--- src/rtl/simon_stream_ctrl.sv ---
// ---------------------------------------------------------------------------
// simon_stream_ctrl
//   Stream front/back end for an unrolled Simon 32/64 pipeline. Takes keys and
//   plaintext blocks over valid/ready and drives the pipeline's advance enable,
//   key and plaintext inputs. A shift register tracks which pipeline slots hold
//   real blocks. Finished blocks go into a small first-word-fall-through FIFO.
//   The whole pipeline stalls when a finished block has nowhere to go.
//
// Ports
//   clk, rst           clock, synchronous active-high reset
//   key_valid/key_in   key offer (64b); key_ready accepts it
//   pt_valid/pt_data   plaintext offer (32b); pt_ready accepts it
//   ct_valid/ct_data   FIFO head; ct_ready pops it
//   pipe_start         pipeline advance enable
//   pipe_keytext       registered key for the pipeline key schedule
//   pipe_plaintext     accepted block, or 0 when the slot is a bubble
//   pipe_ciphertext    pipeline output register
// ---------------------------------------------------------------------------
module simon_stream_ctrl #(
   parameter int PIPE_DEPTH       = 33,
   parameter int FIFO_DEPTH       = 4,
   parameter int KEY_SETUP_CYCLES = 32
) (
   input  logic        clk,
   input  logic        rst,
   input  logic        key_valid,
   input  logic [63:0] key_in,
   output logic        key_ready,
   input  logic        pt_valid,
   input  logic [31:0] pt_data,
   output logic        pt_ready,
   output logic        ct_valid,
   output logic [31:0] ct_data,
   input  logic        ct_ready,
   output logic        pipe_start,
   output logic [63:0] pipe_keytext,
   output logic [31:0] pipe_plaintext,
   input  logic [31:0] pipe_ciphertext
);

   localparam int AW = $clog2(FIFO_DEPTH);
   localparam int CW = $clog2(KEY_SETUP_CYCLES) + 1;

   localparam logic [1:0] S_IDLE  = 2'd0;
   localparam logic [1:0] S_KEY   = 2'd1;
   localparam logic [1:0] S_RUN   = 2'd2;
   localparam logic [1:0] S_DRAIN = 2'd3;

   logic [1:0]            state_q, state_d;
   logic [CW-1:0]         cnt_q, cnt_d;
   logic [PIPE_DEPTH-1:0] tag_q;
   logic [63:0]           key_q;
   logic [31:0]           mem_q [FIFO_DEPTH];
   logic [AW-1:0]         wptr_q, rptr_q;
   logic [AW:0]           count_q;

   logic fifo_full, pop, push, stall, advance, pt_acc, key_acc;

   assign fifo_full = (count_q == (AW+1)'(FIFO_DEPTH));
   assign ct_valid  = (count_q != '0);
   assign ct_data   = mem_q[rptr_q];
   assign pop       = ct_valid && ct_ready;

   // Only a finished block that cannot be stored holds the pipeline; a pop in
   // the same cycle frees the slot it needs.
   assign stall   = tag_q[PIPE_DEPTH-1] && fifo_full && !pop;
   assign advance = (state_q == S_KEY) ||
                    (((state_q == S_RUN) || (state_q == S_DRAIN)) && !stall);

   assign pipe_start     = advance;
   assign pt_ready       = (state_q == S_RUN) && advance;
   assign pt_acc         = pt_valid && pt_ready;
   assign pipe_plaintext = pt_acc ? pt_data : '0;
   assign pipe_keytext   = key_q;

   // A new key is only taken once no real block is left in the pipeline.
   assign key_ready = (state_q == S_IDLE) || ((state_q == S_DRAIN) && (tag_q == '0));
   assign key_acc   = key_valid && key_ready;

   // Push only on an advance, so a result is stored once before it shifts out.
   assign push = tag_q[PIPE_DEPTH-1] && advance;

   always_comb begin
      state_d = state_q;
      cnt_d   = cnt_q;
      case (state_q)
         S_IDLE: begin
            if (key_acc) begin
               state_d = S_KEY;
               cnt_d   = '0;
            end
         end
         S_KEY: begin
            cnt_d = cnt_q + CW'(1);
            if (cnt_q == CW'(KEY_SETUP_CYCLES - 1)) state_d = S_RUN;
         end
         S_RUN: begin
            if (key_valid) state_d = S_DRAIN;
         end
         default: begin // S_DRAIN
            if (key_acc) begin
               state_d = S_KEY;
               cnt_d   = '0;
            end else if (!key_valid) begin
               state_d = S_RUN;
            end
         end
      endcase
   end

   always_ff @(posedge clk) begin
      if (rst) begin
         state_q <= S_IDLE;
         cnt_q   <= '0;
         tag_q   <= '0;
         key_q   <= '0;
         wptr_q  <= '0;
         rptr_q  <= '0;
         count_q <= '0;
      end else begin
         state_q <= state_d;
         cnt_q   <= cnt_d;
         if (key_acc) key_q <= key_in;
         if (advance) tag_q <= {tag_q[PIPE_DEPTH-2:0], pt_acc};
         if (push) wptr_q <= wptr_q + AW'(1);
         if (pop)  rptr_q <= rptr_q + AW'(1);
         case ({push, pop})
            2'b10:   count_q <= count_q + (AW+1)'(1);
            2'b01:   count_q <= count_q - (AW+1)'(1);
            default: count_q <= count_q;
         endcase
      end
   end

   // Storage needs no reset; count_q decides what is valid.
   always_ff @(posedge clk) begin
      if (push) mem_q[wptr_q] <= pipe_ciphertext;
   end

endmodule

--- config.mk ---
export PLATFORM = sky130hd
export DESIGN_NAME = simon_stream_ctrl
export DESIGN_NICKNAME = d
export VERILOG_FILES = /design/src/rtl/simon_stream_ctrl.sv
export SDC_FILE = /design/constraint.sdc
export NUM_CORES = 1
export LEC_CHECK = 0
export ABC_AREA = 1
export BUFFER_PORTS_ARGS = -buffer_cell sky130_fd_sc_hd__clkbuf_2
export CAP_MARGIN = 30
export CORE_MARGIN = 1.5
export CORE_UTILIZATION = 30
export CTS_BUF_LIST = sky130_fd_sc_hd__clkbuf_8
export DETAILED_ROUTE_END_ITERATION = 10
export PLACE_DENSITY = 0.6
export RECOVER_POWER = 50
export SYNTH_ARGS = -nofsm -noshare
export SYNTH_HDL_FRONTEND = slang
export SYNTH_SLANG_ARGS = --single-unit
--- constraint.sdc ---
create_clock -name clk -period 3.8 [get_ports clk]
set_input_delay 0.76 -clock clk [delete_from_list [all_inputs] [get_ports clk]]
set_output_delay 0.76 -clock clk [all_outputs]
set_load 0.01 [all_outputs]
=== Word-level counts from Yosys, hierarchy flattened ===
Memories as Yosys holds them, arrays and structs flattened. A register that Yosys moved wholly into a read port is not among the register bits.
Index checks and enable logic that the tools add are counted.

* Equal/unequal tests: 11
* Reductions and logical operators: 21
* Muxes and demuxes: 14
* $add $sub $neg: 5
* Bitwise operators: 1

{| class="wikitable"
|+ Operators by type and width
! cell !! number
|-
| $logic_not 33->1 || 1
|-
| $mux 32 || 1
|-
| $mux 2 || 7
|-
| $pmux 6 s2 || 1
|-
| $logic_and 1x1->1 || 9
|-
| $add 6x1->6 const B || 1
|-
| $eq 2x2->1 const B || 3
|-
| $eq 6x5->1 const B || 1
|-
| $mux 6 || 1
|-
| $pmux 2 s3 || 1
|-
| $pmux 3 s2 || 1
|-
| $add 2x1->2 const B || 2
|-
| $eq 2x1->1 const B || 2
|-
| $ne 2x2->1 const B || 2
|-
| $ne 4x1->1 const B || 1
|-
| $reduce_and 4->1 || 1
|-
| $reduce_bool 2->1 || 2
|-
| $add 3x1->3 const B || 1
|-
| $eq 3x3->1 const B || 1
|-
| $logic_or 1x1->1 || 3
|-
| $reduce_bool 3->1 || 1
|-
| $sub 3x1->3 const B || 1
|-
| $logic_not 1->1 || 2
|-
| $logic_not 2->1 || 1
|-
| 4 further kinds || 5
|}

* Logic and storage cells: 60
* Flip-flop bits (word level): 112
* Bits in writable memories: 128
* Bits of input ports: 133
* Output and inout port bits: 132
* Memories: 1

{| class="wikitable"
|+ Memories
! memory !! words !! bits a word !! read ports !! clocked after Yosys merged registers in !! wr ports !! RTL line !! text
|-
| mem_q || 4 || 32 || 1 || 1 || 1 || 53 || <nowiki>logic [31:0] mem_q [FIFO_DEPTH];</nowiki>
|}

=== Longest topological paths before layout ===
* Depth after elaboration: 10
* Mapped depth: 13
* Depth with buffers taken out: 13

=== Worst setup path after synthesis ===
No wires, ideal clock.

* Kind: input-to-reg
* Start point: input ct_ready
* End point: memory mem_q[0][0], enable pin
* Setup time: 0.421 ns
* Buffers on the path: 0
* Data arrival time: 2.568 ns
* Stages on the path: 6
* Required time: 3.379 ns
* Slack: 0.811 ns
* Cell sequence: nor2_1 -> nand4_1 -> nand2_1 -> clkinv_1 -> nand2_2 -> nor2_1

* Cells in the longest elaborated chain, start to end: 9

{| class="wikitable"
|+ RTL lines
! what !! RTL line !! text
|-
| start, declared || 34 || <nowiki>input logic ct_ready,</nowiki>
|-
| $logic_and 1x1->1 || 62 || <nowiki>assign pop = ct_valid && ct_ready;</nowiki>
|-
| $logic_not 1->1 || 66 || <nowiki>assign stall = tag_q[PIPE_DEPTH-1] && fifo_full && !pop;</nowiki>
|-
| $logic_and 1x1->1 || 66 ||
|-
| $logic_not 1->1 || 68 || <nowiki>(((state_q == S_RUN) || (state_q == S_DRAIN)) && !stall);</nowiki>
|-
| $logic_and 1x1->1 || 68 ||
|-
| $logic_or 1x1->1 || 67 || <nowiki>assign advance = (state_q == S_KEY) ||</nowiki>
|-
| $logic_and 1x1->1 || 81 || <nowiki>assign push = tag_q[PIPE_DEPTH-1] && advance;</nowiki>
|-
| $mux 1 || 137 || <nowiki>if (push) mem_q[wptr_q] <= pipe_ciphertext;</nowiki>
|-
| $mux 1 (implied by the code) || 137 ||
|-
| end, declared || 53 ||
|}

Every way passes these cells.

=== Worst setup path in the final report ===
* Start point: register state_q[1]
* End point: memory mem_q[1][2], enable pin

* Cells in the longest elaborated chain, start to end: 7
* Elaborated cells between the ends (all ways): 9
* Those cells by class: 3 x eq/ne; 2 x mux; 4 x reduce/logical

{| class="wikitable"
|+ RTL lines
! what !! RTL line !! text
|-
| start, declared || 49 || <nowiki>logic [1:0] state_q, state_d;</nowiki>
|-
| start signal, assigned || 121 || <nowiki>state_q <= state_d;</nowiki>
|-
| $eq 2x2->1 || 68 ||
|-
| $logic_or 1x1->1 || 68 ||
|-
| $logic_and 1x1->1 || 68 ||
|-
| $logic_or 1x1->1 * || 67 ||
|-
| $logic_and 1x1->1 * || 81 ||
|-
| $mux 1 * || 137 ||
|-
| $mux 1 (implied by the code) * || 137 ||
|}

Every way passes the cells marked *; elsewhere a longest branch is shown, timed or not.

==> run summary <==
Vias in the first global route = 7348
Post-CTS setup buffers = 0
Final Core Density = 0.384
Initial DRC count = 424
Pin count of the biggest net entering global routing = 65
Setup Slack @ Placement = 0.893 ns
Post-Syn Nets = 1107
First-pass GRT wire length = 37.1 mm
Unrepaired setup endpoints after global routing = false
Worst reg-to-reg path cell count = 9
Placed Instance Area = 11100 um2
Crit path launch type = flip-flop
Distinct cell type count after synthesis = 23
Status = finished, violations left
Final WL = 23.1 mm
Worst EP arrival = 3.39 ns
Post-synthesis register bit count = 242
Clock root cell = clkbuf_8
Global Route Usage Sum = 0.142
Total of max-cap violations = 0
Initial Utilization = 0.306
Initial antenna violation count = 0
IO Port Bufs = 264
H-tree levels = 2
Synth Warn # = 0
CP max FO = 27
Critical path class = flip-flop to flip-flop
Nature of the critical path endpoint = flip-flop
Antenna Nets Post-Route = 0
Avg Cell Area, Syn = 9.76 um2
Number of I/O pins = 265
Share of layout cells above drive strength 1 = 0.198
CP Data Required Time = 3.96 ns
Clk_lat worst skew = 0.54 ns
Mapped Cells = 963
Mapped cell area = 9400 um2
Via count = 7413
Fin area = 11800 um2
Fin crit share = 0.849
Max VDD drop = 0.000376 V
Core area = 30700 um2
First-pass DRT Iterations = 7
Worst Slack Setup Final = 0.573 ns
Post-synth EDFFs = 128
Fin nets = 1378
# fillers = 3174
Clk slew on worst S/H paths = 0.06 ns
Setup TNS = 0 ns
P per Cell Area = 704 nW/um2
Top_reg_cell synth = edfxtp_1
Post-CTS sizing = 0
Worst-Margin Slew = 1.32 ns
Routed length per instance = 14.0 um
Hpwl dp = 15.1 mm
Die area = 32400 um2
Hold Buf Count CTS = 0
Ant. Diodes = 0
Violated checks = design-rule violations
Placer congestion estimate = 0.806
Static leakage = 4.82 nW
Via/cell ratio = 4.47
Slew HR = 0.121
Standard-cell rows = 64
Die W = 180 um
Async set-reset flop share out of synthesis = 0
CTS Sinks = 242
Maximum clock frequency = 0.310 GHz
Area Growth Syn to Fin = 25.8%
Worst Skew = 0.0168 ns
Clock buffer count from CTS = 42
Hold Crit Depth = 2
Chip height = 180 um
Hold Vio Cnt, Final = 0
Final Slew Violations = 0
Tmin final = 3.23 ns
Worst Hold Class = flip-flop to flip-flop
Max clock buf depth = 3
Final setup violating endpoints = 0
DRC = 11
Sequential area share after synthesis = 0.652
TritonCTS clock tree = built
GRT Residual Overflow = 0
## through the flow
| step | hold slack (ns) | total power [mW] | instances |
|---|---|---|---|
| 3_5_place_dp | 0.449 | 5.97 | 1586 |
| 3_3_place_gp | 0.446 | 5.92 | 1586 |
| 5_1_grt | 0.430 | 8.94 | 1658 |
| 4_1_cts | 0.394 | 8.50 | 1658 |
| 6_report | 0.456 | 8.32 | 1658 |
| 2_1_floorplan | 0.433 | 5.19 | 963 |
## layout make-up
cell class,instances,area [um2],share of cell area
Clock inverter,23,208,0.0176
Multi-Input combinational cell,597,2720,0.231
Inverter,72,272,0.0230
Sequential cell,242,6130,0.519
Timing Repair Buffer,279,1320,0.111
Tap cell,396,495,0.0419
Clock buffer,49,674,0.0571
## cells in the final DEF (no fill, tap or decap), drive strengths merged
cell,netlist,final
o21ai,170,170
dfxtp,114,114
inv,68,77
clkinv,4,13
a21oi,29,29
bufinv,0,4
nand4,1,1
edfxtp,128,128
buf,18,13
nand3,11,11
xor2,1,1
nand2,37,37
clkbuf,34,315
nor2,304,304
o211ai,1,1
fa,1,1
o22ai,32,32
ha,10,10
clkinvlp,0,1
## per-layer routing
metal,up-vias,global-route usage,share of wire
met5,-,0,0
met4,0,0.0478,0.022
met3,42,0.0476,0.079
met2,244,0.242,0.47
met1,3372,0.167,0.43
li1,3755,-,-
## worst max-delay path, cell delays in order (launching register included)
cell	delay, ns
dfxtp_1	0.33
inv_1	0.15
nor2_1	0.06
nand4_1	0.06
nand2_1	0.07
clkinv_1	0.05
clkbuf_1	0.85
nand2_2	0.41
nor2_1	0.23
clkbuf_1	0.64
## state kept, by name, indices dropped and copies added, names as in the netlist, named ones only
signal and flops:
tag_q 33, pipe_keytext 64, wptr_q 2, count_q 3, state_q 2, mem_q 128
cnt_q 6, rptr_q 2
## final timing paths
| kind | start | to | slack (ns) |
|---|---|---|---|
| setup / recovery | state_q[1] | mem_q[1][2] | 0.57 |
| hold / removal | tag_q[5] | tag_q[5] | 0.46 |
| setup reg to reg | state_q[1] | mem_q[1][2] | 0.57 |
| hold reg to reg | tag_q[5] | tag_q[5] | 0.46 |
## cells by family (layout without fill, tap and decap cells)
group	Yosys count	in the layout	share of synthesized area
AOI/OAI and AO/OA	232	232	0.128
xor gates and xnor gates	1	1	0.000932
DFF	242	242	0.652
and+or+nand+nor	353	353	0.144
buffers and inverters	124	423	0.0598
adders and majority gates	11	11	0.0154
## where the power goes
group / total [mW] / internal [mW] / switching (mW)
sequential: 3.48 / 3.24 / 0.245
combinational: 2.34 / 0.787 / 1.56
clock: 2.49 / 1.45 / 1.05
total: 8.32 / 5.47 / 2.85
## cell usage after synthesis (2+ instances only)
master / number / area share
inv_1: 61 / 0.024
nand3_1: 11 / 0.0059
buf_2: 4 / 0.0021
dfxtp_1: 114 / 0.24
o22ai_1: 32 / 0.021
o21ai_1: 51 / 0.027
edfxtp_1: 128 / 0.41
buf_6: 12 / 0.014
o21ai_0: 119 / 0.063
buf_1: 2 / 0.00080
a21oi_1: 29 / 0.015
clkbuf_1: 34 / 0.014
nand2_2: 4 / 0.0027
clkinv_1: 3 / 0.0012
nand2_1: 33 / 0.013
ha_1: 10 / 0.013
inv_2: 7 / 0.0028
nor2_1: 304 / 0.12
No activity file was read; power rests on OpenSTA's default activity.
